$ cat config.mk
export PLATFORM = sky130hd
export DESIGN_NAME = vertex_rotator
export DESIGN_NICKNAME = d
export VERILOG_FILES = /design/src/rtl/vertex_rotator.sv
export SDC_FILE = /design/constraint.sdc
export NUM_CORES = 1
export LEC_CHECK = 0
export CAP_MARGIN = 20
export CORE_UTILIZATION = 35
export CTS_CLUSTER_SIZE = 25
export DETAILED_ROUTE_END_ITERATION = 12
export PLACE_DENSITY = 0.6
export SLEW_MARGIN = 25
export SYNTH_ARGS = -nofsm -noshare
export SYNTH_HDL_FRONTEND = slang
export SYNTH_SLANG_ARGS = --single-unit
$ cat constraint.sdc
create_clock -name clk -period 1.65 [get_ports clk]
set_input_delay 0.2475 -clock clk [delete_from_list [all_inputs] [get_ports clk]]
set_output_delay 0.2475 -clock clk [all_outputs]
set_load 0.02 [all_outputs]
$ cat src/rtl/vertex_rotator.sv
// vertex_rotator: rotates one vertex about Z, then Y, then X on a shared external CORDIC unit.
// Build option SKIP_ZERO_ANGLE_EN bypasses any rotation whose angle is zero.
module vertex_rotator #(
  parameter int DATA_W  = 16,
  parameter int TIMEOUT = 255
) (
  input  logic              clk,
  input  logic              rst,
  input  logic              valid_i,
  output logic              ready_o,
  input  logic [DATA_W-1:0] x_i,
  input  logic [DATA_W-1:0] y_i,
  input  logic [DATA_W-1:0] z_i,
  input  logic [DATA_W-1:0] angle_x_i,
  input  logic [DATA_W-1:0] angle_y_i,
  input  logic [DATA_W-1:0] angle_z_i,
  output logic              valid_o,
  input  logic              ready_i,
  output logic [DATA_W-1:0] x_o,
  output logic [DATA_W-1:0] y_o,
  output logic [DATA_W-1:0] z_o,
  output logic              err_o,
  output logic              cordic_start_o,
  output logic [DATA_W-1:0] cordic_angle_o,
  output logic [DATA_W-1:0] cordic_x_o,
  output logic [DATA_W-1:0] cordic_y_o,
  input  logic [DATA_W-1:0] cordic_x_i,
  input  logic [DATA_W-1:0] cordic_y_i,
  input  logic              cordic_done_i
);

  typedef enum logic [2:0] {
    S_IDLE,
    S_ISSUE_Z,
    S_WAIT_Z,
    S_ISSUE_Y,
    S_WAIT_Y,
    S_ISSUE_X,
    S_WAIT_X,
    S_OUT
  } state_t;

  localparam logic [7:0] TIMER_LAST = 8'(TIMEOUT - 1);

  state_t            state_q, state_d;
  logic [DATA_W-1:0] rx_q, rx_d;
  logic [DATA_W-1:0] ry_q, ry_d;
  logic [DATA_W-1:0] rz_q, rz_d;
  logic [DATA_W-1:0] orig_x_q, orig_x_d;
  logic [DATA_W-1:0] orig_y_q, orig_y_d;
  logic [DATA_W-1:0] orig_z_q, orig_z_d;
  logic [DATA_W-1:0] ang_x_q, ang_x_d;
  logic [DATA_W-1:0] ang_y_q, ang_y_d;
  logic [DATA_W-1:0] ang_z_q, ang_z_d;
  logic [7:0]        timer_q, timer_d;
  logic              err_q, err_d;
  logic              waiting;
  logic              timed_out;
  logic              skip_x, skip_y, skip_z;

`ifdef SKIP_ZERO_ANGLE_EN
  assign skip_z = (ang_z_q == '0);
  assign skip_y = (ang_y_q == '0);
  assign skip_x = (ang_x_q == '0);
`else
  assign skip_z = 1'b0;
  assign skip_y = 1'b0;
  assign skip_x = 1'b0;
`endif

  assign waiting   = (state_q == S_WAIT_Z) || (state_q == S_WAIT_Y) || (state_q == S_WAIT_X);
  assign timed_out = waiting && !cordic_done_i && (timer_q == TIMER_LAST);

  always_ff @(posedge clk) begin
    if (rst) begin
      state_q <= S_IDLE;
    end else begin
      state_q <= state_d;
    end
  end

  always_ff @(posedge clk) begin
    if (rst) begin
      rx_q     <= '0;
      ry_q     <= '0;
      rz_q     <= '0;
      orig_x_q <= '0;
      orig_y_q <= '0;
      orig_z_q <= '0;
      ang_x_q  <= '0;
      ang_y_q  <= '0;
      ang_z_q  <= '0;
      timer_q  <= '0;
      err_q    <= 1'b0;
    end else begin
      rx_q     <= rx_d;
      ry_q     <= ry_d;
      rz_q     <= rz_d;
      orig_x_q <= orig_x_d;
      orig_y_q <= orig_y_d;
      orig_z_q <= orig_z_d;
      ang_x_q  <= ang_x_d;
      ang_y_q  <= ang_y_d;
      ang_z_q  <= ang_z_d;
      timer_q  <= timer_d;
      err_q    <= err_d;
    end
  end

  always_comb begin
    state_d        = state_q;
    rx_d           = rx_q;
    ry_d           = ry_q;
    rz_d           = rz_q;
    orig_x_d       = orig_x_q;
    orig_y_d       = orig_y_q;
    orig_z_d       = orig_z_q;
    ang_x_d        = ang_x_q;
    ang_y_d        = ang_y_q;
    ang_z_d        = ang_z_q;
    timer_d        = timer_q;
    err_d          = err_q;
    ready_o        = 1'b0;
    valid_o        = 1'b0;
    cordic_start_o = 1'b0;
    cordic_angle_o = '0;
    cordic_x_o     = '0;
    cordic_y_o     = '0;

    case (state_q)
      S_IDLE: begin
        ready_o = 1'b1;
        if (valid_i) begin
          rx_d     = x_i;
          ry_d     = y_i;
          rz_d     = z_i;
          orig_x_d = x_i;
          orig_y_d = y_i;
          orig_z_d = z_i;
          ang_x_d  = angle_x_i;
          ang_y_d  = angle_y_i;
          ang_z_d  = angle_z_i;
          err_d    = 1'b0;
          state_d  = S_ISSUE_Z;
        end
      end

      S_ISSUE_Z: begin
        cordic_angle_o = ang_z_q;
        cordic_x_o     = rx_q;
        cordic_y_o     = ry_q;
        timer_d        = '0;
        if (skip_z) begin
          state_d = S_ISSUE_Y;
        end else begin
          cordic_start_o = 1'b1;
          state_d        = S_WAIT_Z;
        end
      end

      S_WAIT_Z: begin
        cordic_angle_o = ang_z_q;
        cordic_x_o     = rx_q;
        cordic_y_o     = ry_q;
        if (cordic_done_i) begin
          rx_d    = cordic_x_i;
          ry_d    = cordic_y_i;
          state_d = S_ISSUE_Y;
        end else begin
          timer_d = timer_q + 8'd1;
        end
      end

      S_ISSUE_Y: begin
        cordic_angle_o = ang_y_q;
        cordic_x_o     = rz_q;
        cordic_y_o     = rx_q;
        timer_d        = '0;
        if (skip_y) begin
          state_d = S_ISSUE_X;
        end else begin
          cordic_start_o = 1'b1;
          state_d        = S_WAIT_Y;
        end
      end

      S_WAIT_Y: begin
        cordic_angle_o = ang_y_q;
        cordic_x_o     = rz_q;
        cordic_y_o     = rx_q;
        if (cordic_done_i) begin
          rz_d    = cordic_x_i;
          rx_d    = cordic_y_i;
          state_d = S_ISSUE_X;
        end else begin
          timer_d = timer_q + 8'd1;
        end
      end

      S_ISSUE_X: begin
        cordic_angle_o = ang_x_q;
        cordic_x_o     = ry_q;
        cordic_y_o     = rz_q;
        timer_d        = '0;
        if (skip_x) begin
          state_d = S_OUT;
        end else begin
          cordic_start_o = 1'b1;
          state_d        = S_WAIT_X;
        end
      end

      S_WAIT_X: begin
        cordic_angle_o = ang_x_q;
        cordic_x_o     = ry_q;
        cordic_y_o     = rz_q;
        if (cordic_done_i) begin
          ry_d    = cordic_x_i;
          rz_d    = cordic_y_i;
          state_d = S_OUT;
        end else begin
          timer_d = timer_q + 8'd1;
        end
      end

      S_OUT: begin
        valid_o = 1'b1;
        if (ready_i) begin
          state_d = S_IDLE;
        end
      end

      default: begin
        state_d = S_IDLE;
      end
    endcase

    // An aborted vertex leaves unrotated, so the working pair is restored from the latched copy.
    if (timed_out) begin
      err_d   = 1'b1;
      rx_d    = orig_x_q;
      ry_d    = orig_y_q;
      rz_d    = orig_z_q;
      state_d = S_OUT;
    end
  end

  assign x_o   = (state_q == S_OUT) ? rx_q : '0;
  assign y_o   = (state_q == S_OUT) ? ry_q : '0;
  assign z_o   = (state_q == S_OUT) ? rz_q : '0;
  assign err_o = err_q;

endmodule

**Word-level counts from Yosys, hierarchy flattened**

Cells that the tools add are included.

- Add/subtract/negate cells: 1
- Equal/unequal tests: 14
- Multiplexer cells: 32
- Reduce and logical (&&, ||, !) cells: 24

Operator list:

| operator | number |
|---|---|
| $pmux W16 S3 | 6 |
| $mux W16 | 11 |
| $pmux W3 S8 | 1 |
| $mux W3 | 6 |
| $pmux W8 S2 | 1 |
| $ne A3 B3 Y1 const B | 5 |
| $eq A3 B3 Y1 const B | 4 |
| $reduce_and A4 Y1 | 3 |
| $reduce_bool A4 Y1 | 3 |
| $add A8 B1 Y8 const B | 1 |
| $eq A8 B8 Y1 const B | 1 |
| $mux W8 | 1 |
| $eq A3 B2 Y1 const B | 2 |
| $mux W1 | 6 |
| $reduce_and A2 Y1 | 3 |
| $reduce_bool A2 Y1 | 3 |
| $reduce_or A2 Y1 | 3 |
| $reduce_or A3 Y1 | 2 |
| $reduce_and A5 Y1 | 1 |
| $eq A3 B1 Y1 const B | 1 |
| $logic_not A3 Y1 | 1 |
| $logic_and A1 B1 Y1 | 2 |
| $logic_or A1 B1 Y1 | 2 |
| $ne A2 B2 Y1 const B | 1 |
| $logic_not A1 Y1 | 1 |

- Flip-flop bits (word level): 156
- Input bits: 133
- Output and inout port bits: 100
- Logic and storage cells: 83

**Depth between registers and ports, before layout**

Gate-level depths: netlist of the first run.

- Word-level depth: 7
- Depth in mapped cells: 9
- Gate-level depth less buffers: 7

**Least setup slack after synthesis of the first run**

Ideal clock, no wire load.

- Path type: register to output
- From: reg state_q[2]
- To: out cordic_angle_o[11]
- Arrival: 1.767 ns
- Required time: 1.402 ns
- Slack: -0.365 ns
- Stages on the path, launching flop included: 6
- Path buffers: 3
- Path through: dfxtp_1 buf_2 buf_2 clkbuf_1 mux2i_1 o21ai_0

- Word-level cells in the longest chain between the ends: 3
- Elaborated cells between the ends (all ways): 10
- Classes of those cells: eq/ne (6); mux (1); reduce/logical (3)

RTL lines:

| item | line | RTL |
|---|---|---|
| from (decl) | 45 | `state_t state_q, state_d;` |
| from (signal assigned) | 78 | `state_q <= state_d;` |
| $eq A3 B3 Y1 (tied with other cells) | 130 | `case (state_q)` |
| $reduce_or A2 Y1 (no line) | n/a |  |
| $pmux W16 S3 * | 130 |  |
| to (decl) | 24 | `output logic [DATA_W-1:0] cordic_angle_o,` |

Mark *: on every way between the ends. The rest lies on a longest branch, timed or not.

**Final worst setup path of the first run**

- From: reg state_q[1]
- To: out cordic_y_o[5]

- Word-level cells in the longest chain between the ends: 3
- Elaborated cells between the ends (all ways): 10
- Classes of those cells: eq/ne (6); mux (1); reduce/logical (3)

RTL lines:

| item | line | RTL |
|---|---|---|
| $eq A3 B3 Y1 (tied with other cells) | 130 |  |
| $reduce_or A2 Y1 (no line) | n/a |  |
| $pmux W16 S3 * | 130 |  |
| to (decl) | 26 | `output logic [DATA_W-1:0] cordic_y_o,` |

Marked as above.

==> run metrics, run 1 <==
status=finished with violations; violated checks=setup timing; DP Wirelength=23300 microns; Max Fanout on Critical Path=9; setup repair after global routing missed its margin=true; cell with the largest stage delay on the worst path=sky130_fd_sc_hd__dfxtp_4; Vias=9817; FMAX=506 MHz; sequential-to-total area share from yosys stat=between 30% and 40%; proportion of netlist area held by the largest area contributor=a little over a third; Leak Pwr=5.64 nW; CTS Root Cell=sky130_fd_sc_hd__clkbuf_16; syn_nets=~1300; #FFs+latches synth=156; antenna violations before repair=4; Warnings, synthesis=0; largest buffer count on any clock path=2; TritonCTS clock tree=done; clock latency on the worst-skew pair=approximately 0.44 ns; critical path class=flip-flop to output port; fraction of the cycle the final worst path needs=120%; total grt overflow=0; final count of hold timing violations=0; proportion of layout cells with a drive suffix above 1=39.8%; number of filler instances in the final layout=1967; Tightest Hold Check Type=input pin to flip-flop; leading cell type in the layout, fill and taps excluded=sky130_fd_sc_hd__nand2_1; Crit path required time=1.40 ns; Post-Synthesis Cells=1122; total iterations of the first detailed-routing run=5; combined flip-flop and latch cell area=around 3100 sq um; post-DR vias/cell=~5.6; Max-cap violations=0; chain of cells forming the critical path=buf_4 > xnor2_4 > buf_8 > buf_12 > o21ai_2 > buf_6; initial core utilization=between 30 and 40%; skew final=between 0.01 and 0.015 ns; Hold Path Depth=2; I/O pin count=233; drt initial violations=905; cell area after layout=15100 sq um; startpoint of the worst hold path=rst; Tightest Pin Transition=0.363 ns; largest vdd supply drop=~0.0007 V; number of nets at the end of the flow=1566; Post-route DRC=0; endpoint with the worst hold slack=timer_q[7]; leading cell types in the layout, fill and taps excluded=270 x sky130_fd_sc_hd__nand2_1, 152 x sky130_fd_sc_hd__dfxtp_1, 131 x sky130_fd_sc_hd__clkdlybuf4s50_1; core area=23800 sq um; data arrival at the endpoint of the critical path=1.73 ns; total routed wirelength=39000 microns; count of antenna-violating nets left after detailed routing=0; placed cell area=11900 sq um; Die H=158 microns; max_slew headroom=75.1%; terminus of the critical flop-to-flop path=rz_q[6]; startpoint types=flip-flop; total setup violations reported at the end of the flow=241; layout-stage area growth over the synthesis result=76.3%; largest cells by area after synthesis=sky130_fd_sc_hd__dfxtp_1 36%, sky130_fd_sc_hd__nand2_1 13%, sky130_fd_sc_hd__mux2i_1 11%; Pwr Total=12.4 mW; flop-to-flop setup slack=-0.26 ns; CP peak stage delay=roughly 0.37 ns; multi-input gate area in the final layout=6170 sq um; post-synth cell types=46; area enclosed by the die boundary=25100 sq um; number of buffers created by CTS=17; critical register-to-register path startpoint=state_q[1]; kind of end point of the critical path=output port; per-instance average area after synthesis=7.64 sq um; final worst path period need=between 1.5 and 2 ns; CTS HTree Levels=4; R2R cell count=9; via count of the first global-routing pass=8697; largest net degree at the start of global routing=61; wire length of the first global-routing pass=52200 microns; total global routing track utilization=28.1%; number of buffer cells added on primary ports=232; synthesized area=8570 sq um; Final Worst Setup Slack=-0.326 ns; number of max-slew violations in the final report=0; Pwr per Cell Area=819 nW/um^2; number of buffers inserted by hold repair at cts=0; clock slew at the register clock pins of the worst setup and hold paths=0.07 ns; die width=158 microns; # clock sinks=156; DR WL/cell=22.1 microns; Row Count=56; final weighted congestion in routability-driven placement=0.895; Synth area leader=sky130_fd_sc_hd__dfxtp_1
## how the worst max path moves through the flow
stage	end	from	slack, ns
after floorplan	cordic_angle_o[12]	state_q[2]	-0.02
after global placement	cordic_y_o[10]	state_q[1]	-0.39
after CTS	y_o[5]	state_q[1]	-0.32
after detailed placement	cordic_x_o[11]	state_q[1]	-0.39
final	cordic_y_o[5]	state_q[1]	-0.33
after global routing	cordic_angle_o[9]	state_q[1]	-0.37
## flip-flops by register name, indices dropped and copies added, names as in the netlist
| signal | count |
|---|---|
| ry_q | 16 |
| rz_q | 16 |
| rx_q | 16 |
| orig_x_q | 16 |
| ang_y_q | 16 |
| timer_q | 8 |
| ang_z_q | 16 |
| orig_z_q | 16 |
| orig_y_q | 16 |
| err_o | 1 |
| state_q | 3 |
| ang_x_q | 16 |
## repair_timing
action                                  in CTS  in global routing
resized for setup                          712                170
gates cloned                                16                 26
pin swaps                                   29                 34
buffers inserted                            22                 16
endpoints found under the setup margin     189                255
## layout make-up
cell class,instances,share of cell area [%]
Timing Repair Buffer,389,31.7
Tap cell,319,2.64
Clock buffer,17,2.82
Inverter,8,0.199
Sequential cell,156,20.8
Antenna cell,5,0.0828
Clock inverter,14,0.977
Multi-Input combinational cell,859,40.8
## synthesized netlist by cell type, drive strengths merged
library cell,instances
a211oi,15
nor4,1
a31oi,1
nand4,1
nor3,17
o32ai,1
and3,2
mux2i,96
nor2,59
nand2b,32
dfxtp,156
or3,1
o2111a,1
and2,49
ha,2
a31o,1
clkbuf,53
inv,8
nand4b,1
xnor2,1
a21oi,106
a311oi,34
mux2,3
o21bai,1
a22o,1
o221a,16
buf,47
o21ai,67
nor2b,16
o211ai,34
nand2,292
xor2,2
nand3,5
## cells by family after synthesis
logic type | count (synthesis) | share of synthesized area, %
AO/OA/AOI/OAI | 278 | 21.2
buffers and inverters | 108 | 5.74
adder cells (fa/ha/maj) | 2 | 0.292
XOR/XNOR | 3 | 0.307
flip-flops | 156 | 36.4
multiplexers | 99 | 11.6
AND/OR/NAND/NOR | 476 | 24.4
## layer usage
metal | GRT usage, % | routed length (microns) | up-vias
li1 | - | - | 4521
met1 | 39.5 | 17200 | 4780
met2 | 42.5 | 17800 | 455
met3 | 4.84 | 2870 | 61
met4 | 10.4 | 1160 | 0
met5 | 0 | 0 | -
## power breakdown
group	switching [mW]	internal (mW)	leakage [nW]	total [mW]
combinational	1.95	2.01	4.08	3.96
clock	1.83	2.13	0.280	3.96
sequential	0.367	4.09	1.28	4.45
## critical path: cells and delay by family (launching register included)
family / cells / cell delay [ns]
buf+inv: 4 / 0.61
xor+xnor: 1 / 0.13
compound gates: 1 / 0.18
flops: 1 / 0.37
## per-stage QoR
stage / setup TNS [ns] / setup slack, ns / hold WS [ns] / cells / util (%)
3_3_place_gp: -45.84 / -0.389 / 0.441 / 1655 / 50.3
6_report: -44.34 / -0.326 / 0.190 / 1767 / 63.6
4_1_cts: -38.76 / -0.322 / 0.174 / 1722 / 57.9
3_5_place_dp: -47.84 / -0.393 / 0.447 / 1655 / 50.3
5_1_grt: -59.97 / -0.373 / 0.181 / 1766 / 63.6
2_1_floorplan: -0.165 / -0.0236 / 0.383 / 1122 / -
Power figures use the tool's default switching activity.
==> run 2: changes to the inputs <==
--- a/config.mk
+++ b/config.mk
@@ -9,7 +9,7 @@
 export CORE_UTILIZATION = 35
 export CTS_CLUSTER_SIZE = 25
 export DETAILED_ROUTE_END_ITERATION = 12
-export PLACE_DENSITY = 0.6
+export PLACE_DENSITY_LB_ADDON = 0.3
 export SLEW_MARGIN = 25
 export SYNTH_ARGS = -nofsm -noshare
 export SYNTH_HDL_FRONTEND = slang
==> constraint.sdc (replaced) <==
create_clock -name clk -period 1.74 [get_ports clk]
set_input_delay 0.261 -clock clk [delete_from_list [all_inputs] [get_ports clk]]
set_output_delay 0.261 -clock clk [all_outputs]
set_load 0.02 [all_outputs]
==> run metrics, run 2 (synthesized netlist as in run 1, its figures left out) <==
chain of cells forming the critical path=nand2_4 > o21ai_4 > buf_6 > buf_4 > nand2_1 > o21ai_1 > buf_4; final weighted congestion in routability-driven placement=between 0.8 and 0.9; category of cells accounting for the largest share of critical-path delay=buffers and inverters; number of max-slew violations in the final report=0; fraction of the cycle the final worst path needs=118%; FMAX=487 MHz; WL met1=approximately 14000 microns; largest buffer count on any clock path=2; Vias=9577; total grt overflow=0; critical path class=flip-flop to output port; I/O pin count=233; layout-stage area growth over the synthesis result=60.4%; Pwr Total=10.7 mW; Leak Pwr=5.21 nW; count of antenna-violating nets left after detailed routing=0; CP most frequent cell=sky130_fd_sc_hd__buf_4; Post-route DRC=0; total global routing track utilization=26.0%; data arrival at the endpoint of the critical path=1.79 ns; Tightest Pin Transition=0.398 ns; critical register-to-register path startpoint=state_q[1]; DP Wirelength=21500 microns; largest net degree at the start of global routing=72; # clock sinks=approximately 160; endpoint with the worst hold slack=orig_y_q[13]; startpoint types=flip-flop; violated checks=setup timing; R2R cell count=10; largest vdd supply drop=0.000596 V; CTS Root Cell=sky130_fd_sc_hd__clkbuf_16; terminus of the critical flop-to-flop path=rx_q[9]; initial core utilization=roughly 36%; CTS HTree Levels=4; routed wire length on met2=17000 microns; TritonCTS clock tree=done; CP peak stage delay=0.41 ns; number of buffers inserted by hold repair at cts=0; final worst path period need=2.05 ns; Final Worst Setup Slack=-0.313 ns; cell with the largest stage delay on the worst path=sky130_fd_sc_hd__dfxtp_4; drt initial violations=880; multi-input gate area in the final layout=5500 sq um; number of buffers created by CTS=17; number of buffer cells added on primary ports=232; post-DR vias/cell=between 5 and 6; post-placement worst setup slack=-0.379 ns; Max Fanout on Critical Path=12; flop-to-flop setup slack=-0.29 ns; die width=158 microns; source of the critical timing path=state_q[0]; Die H=about 160 microns; Util after Layout=57.8%; Tightest Hold Check Type=input pin to flip-flop; status=finished with violations; setup repair after global routing missed its margin=true; total iterations of the first detailed-routing run=6; wire length of the first global-routing pass=49500 microns; core area=between 20000 and 25000 sq um; final count of hold timing violations=0; highest layer used for signal routing=met5; combined flip-flop and latch cell area=about 3100 sq um; Pwr per Cell Area=782 nW/um^2; total setup violations reported at the end of the flow=~150; startpoint of the worst hold path=rst; number of buffers and inverters on the critical path=3; Crit path required time=roughly 1.5 ns; number of nets at the end of the flow=1540; leading cell type in the layout, fill and taps excluded=sky130_fd_sc_hd__nand2_1; kind of end point of the critical path=output port; skew final=about 0.014 ns; proportion of layout cells with a drive suffix above 1=30.0%; Max-cap violations=0; clock latency on the worst-skew pair=0.43 ns; leading cell types in the layout, fill and taps excluded=265 x sky130_fd_sc_hd__nand2_1, 153 x sky130_fd_sc_hd__dfxtp_1, 132 x sky130_fd_sc_hd__clkdlybuf4s50_1; max_slew headroom=approximately three quarters; metal3 WL=around 3500 microns; total routed wirelength=35700 microns; antenna violations before repair=4; via count of the first global-routing pass=8933; DR WL/cell=about 21 microns; number of filler instances in the final layout=2088; clock slew at the register clock pins of the worst setup and hold paths=0.07 ns; Hold Path Depth=2; area enclosed by the die boundary=approximately 25000 sq um; Row Count=56
==> run 2: timing repair <==
item	in CTS	in global routing
setup endpoints to repair	156	185
buffers inserted	32	20
pin swaps	5	5
cloned	9	15
resized for setup	652	104
==> run 2: power by group <==
part / internal, mW / leakage [nW] / switching [mW]
registers: 3.88 / 1.28 / 0.316
logic: 1.49 / 3.67 / 1.54
clock network: 1.89 / 0.256 / 1.63
total: 7.26 / 5.21 / 3.48
==> run 2: worst max path at each step <==
stage / to / depth (start not counted)
final: cordic_x_o[5] / 7
after global placement: cordic_y_o[8] / 6
after detailed placement: cordic_y_o[8] / 6
after floorplan: cordic_angle_o[11] / 5
after CTS: cordic_y_o[0] / 5
after global routing: cordic_angle_o[7] / 8
==> run 2: metal layers <==
layer	global-route usage (%)	up-vias
li1	-	4450
met1	30.2	4535
met2	42.9	509
met3	7.51	77
met4	14.4	6
met5	0	-
==> run 2: layout make-up <==
class	count	share of cell area, %
Antenna cell	1	0.0182
Sequential cell	156	22.8
Clock buffer	19	3.22
Clock inverter	13	0.792
Timing Repair Buffer	363	30.0
Tap cell	319	2.90
Inverter	8	0.237
Multi-Input combinational cell	859	40.0
==> run 2: metrics by stage <==
step / std cells / area [sq um] / setup TNS, ns / hold WS, ns
final: 1738 / 13700 / -31.36 / 0.167
after global routing: 1737 / 13700 / -42.78 / 0.160
after CTS: 1709 / 13000 / -33.10 / 0.129
after detailed placement: 1636 / 11700 / -41.61 / 0.447
after global placement: 1636 / 11700 / -33.54 / 0.441
after floorplan: 1122 / 8590 / -5.06 / 0.397
==> run 2: worst register-to-register path, delay by kind of cell, from the launching register on <==
family | cells | cell delay [ns]
buf+inv | 5 | 0.86
simple gates | 3 | 0.46
compound gates | 2 | 0.19
flops | 1 | 0.40
==> run 3: changes to the inputs <==
--- a/config.mk
+++ b/config.mk
@@ -10,6 +10,7 @@
 export CTS_CLUSTER_SIZE = 25
 export DETAILED_ROUTE_END_ITERATION = 12
 export PLACE_DENSITY_LB_ADDON = 0.3
+export REMOVE_ABC_BUFFERS = 1
 export SLEW_MARGIN = 25
 export SYNTH_ARGS = -nofsm -noshare
 export SYNTH_HDL_FRONTEND = slang
==> run metrics, run 3 (synthesized netlist as in run 1, its figures left out) <==
initial core utilization=36.1%; violated checks=setup timing; core area=about 24000 sq um; chain of cells forming the critical path=buf_4 > buf_6 > nor2_4 > buf_6 > buf_12 > nor4_4 > nand3_4 > buf_12 > buf_6 > clkbuf_16 > a311oi_1; Die H=158 microns; DR WL/cell=18.8 microns; Final Worst Setup Slack=-0.371 ns; setup repair after global routing missed its margin=true; fraction of the cycle the final worst path needs=121%; non-filler cells in the finished layout=~1800; WL met1=between 10000 and 15000 microns; Pwr per Cell Area=roughly 800 nW/um^2; Max Fanout on Critical Path=8; Clk network pwr share=a little over a third; Row Count=56; drt initial violations=between 500 and 600; data arrival at the endpoint of the critical path=approximately 2.5 ns; CTS HTree Levels=4; final count of hold timing violations=0; Leak Pwr=about 5.5 nW; Post-route DRC=0; largest buffer count on any clock path=2; total routed wirelength=33000 microns; status=finished with violations; CTS Root Cell=sky130_fd_sc_hd__clkbuf_16; number of nets at the end of the flow=1554; total setup violations reported at the end of the flow=176; number of max-slew violations in the final report=0; wire length of the first global-routing pass=47700 microns; count of antenna-violating nets left after detailed routing=0; clock latency on the worst-skew pair=0.44 ns; fraction of power spent switching nets=32.2%; Max-cap violations=0; final worst path period need=approximately 2.1 ns; Pint=7.91 mW; routed wire length on met2=16200 microns; kind of end point of the critical path=flip-flop; CP most frequent cell=sky130_fd_sc_hd__buf_6; Cell Count Post-Placement=around 1600; switching power of the nets=about 3.8 mW; Tightest Pin Transition=0.585 ns; flop-to-flop setup slack=-0.37 ns; highest layer used for signal routing=met4; Crit path required time=2.09 ns; Util after Layout=61.3%; metal3 WL=2310 microns; startpoint of the worst hold path=rst; layout-stage area growth over the synthesis result=69.8%; worst hold slack after final layout=between 0.3 and 0.4 ns; TritonCTS clock tree=done; clock slew at the register clock pins of the worst setup and hold paths=0.07 ns; proportion of layout cells with a drive suffix above 1=34.8%; critical register-to-register path startpoint=state_q[1]; antenna violations before repair=1; leading cell type in the layout, fill and taps excluded=sky130_fd_sc_hd__nand2_1; cell with the largest stage delay on the worst path=sky130_fd_sc_hd__dfxtp_4; FMAX=between 400 and 500 MHz; largest vdd supply drop=0.000617 V; number of filler instances in the final layout=approximately 2000; number of buffer cells added on primary ports=232; die width=158 microns; CP peak stage delay=0.40 ns; Vias=9369; leading cell types in the layout, fill and taps excluded=248 x sky130_fd_sc_hd__nand2_1, 153 x sky130_fd_sc_hd__dfxtp_1, 132 x sky130_fd_sc_hd__clkdlybuf4s50_1; source of the critical timing path=state_q[1]; sequential share of power=35.8%; total grt overflow=0; startpoint types=flip-flop; largest net degree at the start of global routing=59; I/O pin count=233; skew final=0.0129 ns; post-DR vias/cell=approximately 5.3; total global routing track utilization=25.0%; final weighted congestion in routability-driven placement=0.793; number of buffers inserted by hold repair at cts=0; via count of the first global-routing pass=around 8800; area enclosed by the die boundary=25100 sq um; critical path class=flip-flop to flip-flop; Tightest Hold Check Type=input pin to flip-flop; logic gate share of total power=28.4%; # clock sinks=between 150 and 200; number of buffers created by CTS=17; DP Wirelength=19000 microns; max_slew headroom=60.9%; total iterations of the first detailed-routing run=5
[run 3: changes by cell type in the layout (fill, tap and decap cells not counted), moves of 10 or more]
cell,before,now
sky130_fd_sc_hd__nand2_2,22,33
sky130_fd_sc_hd__a311oi_2,7,25
sky130_fd_sc_hd__nor2_2,6,19
sky130_fd_sc_hd__a311oi_1,26,8
sky130_fd_sc_hd__o21ai_1,25,15
sky130_fd_sc_hd__buf_4,80,96
sky130_fd_sc_hd__buf_12,31,41
sky130_fd_sc_hd__nor2_4,4,25
sky130_fd_sc_hd__o21ai_4,2,14
sky130_fd_sc_hd__nor2_1,49,15
sky130_fd_sc_hd__nand2_1,265,248
sky130_fd_sc_hd__and2_4,49,12
sky130_fd_sc_hd__and2_1,0,37
sky130_fd_sc_hd__buf_6,97,82
[run 3: routing by layer]
metal  up-vias  GRT usage [%]
met3        51           6.45
met5         -              0
met4         0           9.98
li1       4485              -
met1      4520           30.4
met2       313           41.8
[run 3: timing repair]
action,CTS,global route
buffers inserted,44,16
cloned,13,10
pin swaps,20,21
endpoints found under the setup margin,199,255
endpoints found under the hold margin,0,0
resized for setup,705,222
[run 3: final cells by class]
| cell class | instances | area, sq um | area share, % |
|---|---|---|---|
| diodes | 1 | 2.50 | 0.0172 |
| clock buffers | 17 | 425 | 2.92 |
| clock inverters | 15 | 216 | 1.49 |
| inverters | 8 | 30.0 | 0.206 |
| multi-input cells | 858 | 5990 | 41.2 |
| flip-flops and latches | 156 | 3130 | 21.5 |
| well taps | 319 | 399 | 2.74 |
| repair buffers | 378 | 4350 | 29.9 |
[run 3: final timing paths]
path | to | cells past startpoint
worst max register to register | rz_q[4] | 11
worst min-delay path | state_q[1] | 2
worst max-delay path | rz_q[4] | 11
worst min register to register | ang_z_q[1] | 2
[run 3: worst max-delay path: cells and delay by family (launching register included)]
family          cells  cell delay [ns]
buf+inv             7             0.94
simple gates        3             0.48
flops               1             0.40
compound gates      1             0.20
[run 3: per-stage QoR]
step | setup slack [ns] | cell area, sq um | TNS, ns | power, mW
2_1_floorplan | -4.37 | 8110 | -875.89 | 5.37
3_3_place_gp | -0.347 | 11800 | -38.57 | 6.65
3_5_place_dp | -0.372 | 11800 | -42.82 | 6.70
4_1_cts | -0.372 | 13500 | -36.51 | 11.4
5_1_grt | -0.447 | 14500 | -62.09 | 12.1
6_report | -0.371 | 14500 | -42.84 | 11.7
[run 3: power by group through the flow]
| stage | registers, mW | clock network [mW] | logic [mW] |
|---|---|---|---|
| global route | 4.22 | 4.37 | 3.53 |
| detailed placement | 4.19 | 0 | 2.52 |
| CTS | 4.13 | 4.21 | 3.07 |
| global placement | 4.18 | 0 | 2.48 |
| finish | 4.18 | 4.17 | 3.31 |
| floorplan | 4.17 | 0 | 1.19 |
==> RTL change 1 (config.mk and constraints of run 3) <==
Make the reset (`rst`) asynchronous in 2 clocked blocks.
--- a/src/rtl/vertex_rotator.sv
+++ b/src/rtl/vertex_rotator.sv
@@ -73,3 +73,3 @@
 
-  always_ff @(posedge clk) begin
+  always_ff @(posedge clk or posedge rst) begin
     if (rst) begin
@@ -81,3 +81,3 @@
 
-  always_ff @(posedge clk) begin
+  always_ff @(posedge clk or posedge rst) begin
     if (rst) begin
Behaviour: differs if rst is asserted again (counterexample within 4 cycles, from zero or initial values and one cycle with rst high); with rst held inactive, the same outputs for 4 cycles.
==> RTL change 1 against run 3 <==
The run still ends with setup timing left; area after synthesis rose by 6.2%; sequential cell count did not move; critical path depth is 3 lower; setup slack got worse by 0.11 ns; design area is 9.7% lower; register-to-register slack about the same; sequential share of layout area increased by 8.2 points; routed wire length fell by 8.8%; critical endpoint is now cordic_x_o[1].
Power is not compared: it rests on default switching activity, and its combinational part moved more than twofold at a synthesized area within 25%.
==> RTL change 1: results (changes against run 3) <==
** Run status
- The run finished, with violations left.
- The final reports fail on setup timing.

** Global routing
- Global router's overall resource usage :: 0.225 (-0.0251)
- Pin count of the biggest net entering global routing :: 49 (-17%)
- The number of antenna violations at the first check in global routing is 1 (unchanged).
- The global-route wire length before repair was 45.7 mm (-4.3%).
- Number of global-route vias before repair :: 8,031 (-9.0%)

** Placement
- The pre-CTS setup slack is -0.527 ns (-0.155 ns).
- DP Wirelength :: 19.5 mm (+2.9%)
- Port bufs :: 232 (unchanged)
- DP Area :: 12,300 sq um (+4.9%)
- The final estimated routing congestion in global placement was 0.780 (-1.7%).

** Synth
- Count of synthesis-stage warnings from yosys :: 0 (unchanged)
- Main flop type after synthesis :: sky130_fd_sc_hd__dfrtp_1
- Sequential fraction of the synthesis area :: 0.429 (+0.0644)
- The share of flip-flops with an asynchronous set or reset after synthesis was 1.00 (+1.00).
- Ranked by instance count, the synthesized netlist is headed by sky130_fd_sc_hd__dfrtp_1, sky130_fd_sc_hd__o21ai_0, sky130_fd_sc_hd__nand2_1.
- The number of unique standard cell types used by synthesis came to 42 (-8.7%).
- After synthesis, the cell types taking the most area are sky130_fd_sc_hd__dfrtp_1, sky130_fd_sc_hd__mux2_2, sky130_fd_sc_hd__mux2i_1, sky130_fd_sc_hd__o21ai_0, sky130_fd_sc_hd__mux2_4.

** STA
- The smallest setup slack after layout is -0.478 ns (-0.106 ns).
- The worst hold margin came to 0.201 ns (-0.101 ns).
- Slew of the pin with the lowest slew margin :: 0.363 ns (-0.223 ns)
- The number of setup violations in the final report is 245 (+39%).
- The maximum clock skew at final layout was 0.0143 ns (+0.00140 ns).

** Setup path
- The arrival time of the worst setup path was 1.96 ns (-0.50 ns).
- The setup slack on the worst flop-to-flop path was -0.37 ns (about the same).
- Cell with the biggest individual delay on the critical path :: sky130_fd_sc_hd__dfrtp_2
- Critical path peak fanout :: 6 (-2)
- Worst stage delay on the critical path :: 0.40 ns (about the same)

** Clocking
- The H-tree depth reported by CTS was 4 (unchanged).
- The maximum buffer depth of the clock tree is 2 (unchanged).
- Clock root buffer :: sky130_fd_sc_hd__clkbuf_16
- The TritonCTS buffer count is 17 (unchanged).
- The later pin in the worst-skew pair is clocked with a latency of 0.43 ns.
- Number of hold-repair buffers added at the cts stage :: 0 (unchanged)
- Clock-pin slew on the worst setup and hold paths :: 0.06 ns

** Power
- The analysis attributes to net switching a power of 11,200 uW.
- Max IR drop VDD :: 1.26 mV
- The analysis attributes to cell leakage a power of 0.00608 uW.

** Finish
- Layout cells sized above 1 :: 0.326 (-0.0223)
- # diodes :: 0 (-1)
- The post-layout net count came to 1,324 (-15%).

** Worst hold path
- Path category of the worst min-delay check :: input port to asynchronous set/reset pin

** Route
- Detailed Route Iter0 Violations :: 407 (-31%)
- The post-detailed-routing wire length is 30.1 mm (-8.8%).
- The iteration count of the initial detailed-routing pass came to 5 (unchanged).
- Routed via count divided by cell count :: 5.24 (-2.0%)
-- RTL change 1: cell count changes in the layout (fill, tap and decap cells not counted), sizes merged, moves of 31 or more --
| cell | before | now |
|---|---|---|
| buf | 236 | 189 |
| nand2b | 32 | 1 |
| a311oi | 34 | 0 |
| o21ai | 67 | 106 |
| dfrtp | 0 | 156 |
| mux2 | 3 | 112 |
| nand2 | 292 | 91 |
| dfxtp | 156 | 0 |
| o211ai | 34 | 0 |
| a21oi | 106 | 65 |
-- RTL change 1: power groups by stage --
stage / clock network [uW] / registers, uW / logic (uW)
2_1_floorplan: 0 / 6710 / 7790
3_3_place_gp: 0 / 6560 / 15000
3_5_place_dp: 0 / 6620 / 15200
4_1_cts: 4100 / 6590 / 14900
5_1_grt: 4230 / 6880 / 16800
6_report: 4020 / 6630 / 15600
-- RTL change 1: per-stage QoR --
step	TNS [ns]	util	std cells
floorplan	-1319.74	-	840
global placement	-67.62	0.487	1477
detailed placement	-73.48	0.487	1477
CTS	-80.06	0.509	1527
global route	-92.41	0.519	1532
finish	-75.22	0.519	1532
-- RTL change 1: path summary, 6_finish.rpt --
kind,to,startpoint,cells after the start
max in group asynchronous,orig_y_q[6],rst,3
setup reg to reg,orig_x_q[1],state_q[1],6
hold reg to reg,ang_x_q[12],ang_x_q[12],1
setup / recovery,cordic_x_o[1],state_q[1],8
hold / removal,ang_z_q[4],rst,2
min in group clk,ang_z_q[9],angle_z_i[9],2
-- RTL change 1: kinds of logic (layout without fill, tap and decap cells) --
kind of cell	Yosys count	in the layout	synth area share
compound gates	241	241	0.152
xor+xnor	3	3	0.00289
fa+ha+maj	3	3	0.00385
buf+inv	98	384	0.0581
flops	156	156	0.429
mux	196	196	0.243
simple gates	219	219	0.111
-- RTL change 1: timing repair --
| action | in CTS | in global routing |
|---|---|---|
| resized for setup | 506 | 54 |
| endpoints found under the setup margin | 248 | 253 |
| pin swaps | 7 | 1 |
| gates cloned | 4 | 3 |
| setup buffers | 14 | 3 |
-- RTL change 1: per-layer routing --
layer	share of wire	vias to the layer above	wire length [microns]	global-route usage
met4	0.022	2	653	0.0748
met2	0.48	246	14500	0.368
li1	-	3802	-	-
met3	0.052	39	1570	0.0437
met5	0.00043	-	13	0
met1	0.44	3940	13400	0.296
-- RTL change 1: cell type report --
type,count,area (sq um)
fill,2282,12200
sequential,156,3910
timing repair buffer,330,3270
clock inverter,13,179
multi-input combinational,662,4830
inverter,22,87.6
tap,330,413
clock buffer,19,453
-- RTL change 1: critical path, delay by kind of cell, from the launching register on --
family / cells / cell delay (ns)
DFF: 1 / 0.40
buffers and inverters: 4 / 0.57
muxes: 1 / 0.19
AOI/OAI and AO/OA: 1 / 0.07
and+or+nand+nor: 2 / 0.30
==> RTL change 2 (flow settings as in run 3) <==
Made on the original files. The option `SKIP_ZERO_ANGLE_EN` is turned on by a define.
--- a/src/rtl/vertex_rotator.sv
+++ b/src/rtl/vertex_rotator.sv
@@ -2,2 +2,4 @@
 // Build option SKIP_ZERO_ANGLE_EN bypasses any rotation whose angle is zero.
+`define SKIP_ZERO_ANGLE_EN
+
 module vertex_rotator #(
Behaviour: not the same (a bounded check fails within 4 cycles, from zero or initial values and one cycle with rst high).
==> RTL change 2 against run 3 <==
The run still ends with setup timing left; global-route usage grew 2.1 points; routed wire length grew 38%; design area grew 18%; sequential cell count is the same; clock skew shrank 0.0047 ns; via count grew 22%; setup slack gained 0.0022 ns; area after synthesis grew 5.2%.
Power is not compared: it rests on default switching activity, and its combinational part moved more than twofold at a synthesized area within 25%.
==> RTL change 2: results (changes against run 3) <==
** Run status
- The flow ran to the end, but the final reports show violations.
- The checks that failed: setup timing.

** Finish
- Layout cells sized above 1 :: 0.526 (+0.177)
- Count of placed standard cells in the final layout, fillers left out :: 1,877 (+7.1%)
- # diodes :: 0 (-1)
- The post-layout net count is 1,669 (+7.4%).

** STA
- The slew at the pin with the worst max-slew slack came to 0.420 ns (-0.165 ns).
- Post-layout worst setup margin :: -0.369 ns (+0.00222 ns)
- The count of pins over their slew limit came to 0 (unchanged).
- The number of setup violations in the final report is 250 (+42%).
- Layout Skew :: 0.00818 ns (-0.00474 ns)
- The total negative slack is -50.66 ns (-7.82 ns).

** Route
- The total vias in the final route was 11.4k (+22%).
- The initial DRC count was 930 (+57%).
- The iteration count of the initial detailed-routing pass came to 6 (+1).
- The average wire per standard cell was 24.2 microns (+28%).

** Worst hold path
- Hold Path End :: timer_q[5]
- In this run the most critical hold path is launched from rst.
- Number of stages on the worst hold path :: 2 (unchanged)

** Placement
- Placed Cells incl. Taps :: 1,753 (+6.4%)
- The final estimated routing congestion in global placement came to 0.886 (+12%).
- The placed wire-length estimate after detailed placement came to 23.1 mm (+22%).
- Port bufs :: 232 (unchanged)
- DP Area :: 12,700 sq um (+8.0%)

** Setup path
- The worst register-to-register path begins at state_q[0].
- Critical path peak fanout :: 3 (-5)
- The number of cells on the worst reg-to-reg path is 9 (-2).
- The slowest stage of the critical path is the sky130_fd_sc_hd__dfxtp_2 cell.
- The endpoint identified for the worst register-to-register timing path is rz_q[15].
- Worst reg-to-reg setup slack :: -0.30 ns (+0.07 ns)
- The longest individual stage delay on the worst path was 0.35 ns (-0.05 ns).

** Power
- Internal power of the cells :: 13,600 uW
- In this run the static leakage power is 0.00707 uW.
- Max IR drop VDD :: 0.663 mV
- Clock group power :: 3710 uW
- Relative contribution of combinational cells to total power :: 0.622

** Synth
- By area the synthesized netlist is led by sky130_fd_sc_hd__dfxtp_1, sky130_fd_sc_hd__nand2_1, sky130_fd_sc_hd__mux2i_1, sky130_fd_sc_hd__a21oi_1, sky130_fd_sc_hd__a311oi_2.
- The number of enable-type register cells in the synthesized netlist came to 0 (unchanged).
- The number of standard cells after synthesis is 1,148 (+2.3%).
- Main flop type after synthesis :: sky130_fd_sc_hd__dfxtp_1
- Sequential fraction of the synthesis area :: 0.347 (-0.0180)
- The number of unique standard cell types used by synthesis was 66 (+43%).
- In the synthesized netlist, the cells that appear most often are sky130_fd_sc_hd__nand2_1, sky130_fd_sc_hd__dfxtp_1, sky130_fd_sc_hd__a21oi_1.

** Global routing
- Global router's overall resource usage :: 0.271 (+0.0214)
- Number of global-route vias before repair :: 10.1k (+15%)
- Pin count of the biggest net entering global routing :: 56 (-5.1%)
- First-pass GRT wire length :: 55.4 mm (+16%)
- The number of antenna violations at the first check in global routing came to 0 (-1).

** Clocking
- The clock-pin transition on the worst setup and hold timing paths came to 0.07 ns (about the same).
- Clock root buffer :: sky130_fd_sc_hd__clkbuf_16
- Latest clock arrival within the worst-skew pair :: 0.43 ns
## RTL change 2: cell count changes in the layout (fill, tap and decap cells not counted), moves of 19 or more
cell,run 3,this run
sky130_fd_sc_hd__nand2_4,11,122
sky130_fd_sc_hd__nand2_1,248,151
sky130_fd_sc_hd__a21oi_2,4,88
sky130_fd_sc_hd__a21oi_1,100,29
sky130_fd_sc_hd__buf_6,82,125
sky130_fd_sc_hd__and2_1,37,0
sky130_fd_sc_hd__and2_4,12,48
sky130_fd_sc_hd__a22oi_1,0,32
sky130_fd_sc_hd__buf_4,96,126
sky130_fd_sc_hd__nand2b_1,32,2
sky130_fd_sc_hd__nor2_4,25,0
sky130_fd_sc_hd__nor3_1,15,34
## RTL change 2: what timing repair did
action	in CTS	in global routing
pin swaps	70	204
gates cloned	22	18
buffers inserted	45	18
endpoints found under the setup margin	252	248
gates resized for setup	790	559
endpoints found under the hold margin	0	0
## RTL change 2: stage by stage
stage	setup slack, ns	hold slack (ns)
4_1_cts	-0.330	0.0337
3_3_place_gp	-0.376	0.442
6_report	-0.369	0.0499
2_1_floorplan	-4.33	0.329
5_1_grt	-0.465	0.0425
3_5_place_dp	-0.422	0.447
## RTL change 2: worst max-delay path, delay by kind of cell (launching register included)
family,cells,cell delay [ns]
AOI/OAI and AO/OA,2,0.30
DFF,1,0.35
buffers and inverters,2,0.33
and+or+nand+nor,2,0.43
## RTL change 2: logic make-up after synthesis
kind of cell    count (synthesis)  share of synthesized area
xor+xnor                        3                    0.00292
flops                         156                      0.347
simple gates                  467                      0.238
mux                            83                     0.0923
buf+inv                       117                     0.0655
fa+ha+maj                       2                    0.00278
compound gates                320                      0.252
## RTL change 2: area by class of cell
| class | instances | area (sq um) |
|---|---|---|
| flip-flops and latches | 156 | 3140 |
| inverters | 8 | 33.8 |
| well taps | 330 | 413 |
| fillers | 1726 | 8050 |
| clock inverters | 15 | 140 |
| repair buffers | 473 | 5590 |
| multi-input cells | 878 | 7460 |
| clock buffers | 17 | 425 |
## RTL change 2: per-layer routing
| layer | wire length (microns) | up-vias | track usage |
|---|---|---|---|
| met5 | 0 | - | 0 |
| met4 | 2510 | 0 | 0.114 |
| met3 | 4070 | 247 | 0.0446 |
| li1 | - | 4903 | - |
| met2 | 21400 | 740 | 0.451 |
| met1 | 17300 | 5522 | 0.346 |
## RTL change 2: worst max-delay path by stage
stage | startpoint | end | cells past startpoint | slack (ns)
floorplan | state_q[2] | rz_q[10] | 4 | -4.33
global placement | cordic_done_i | rz_q[6] | 5 | -0.38
detailed placement | state_q[1] | cordic_x_o[14] | 5 | -0.42
CTS | ang_z_q[14] | cordic_start_o | 6 | -0.33
global route | ang_z_q[10] | cordic_start_o | 5 | -0.46
finish | ang_z_q[0] | cordic_start_o | 6 | -0.37
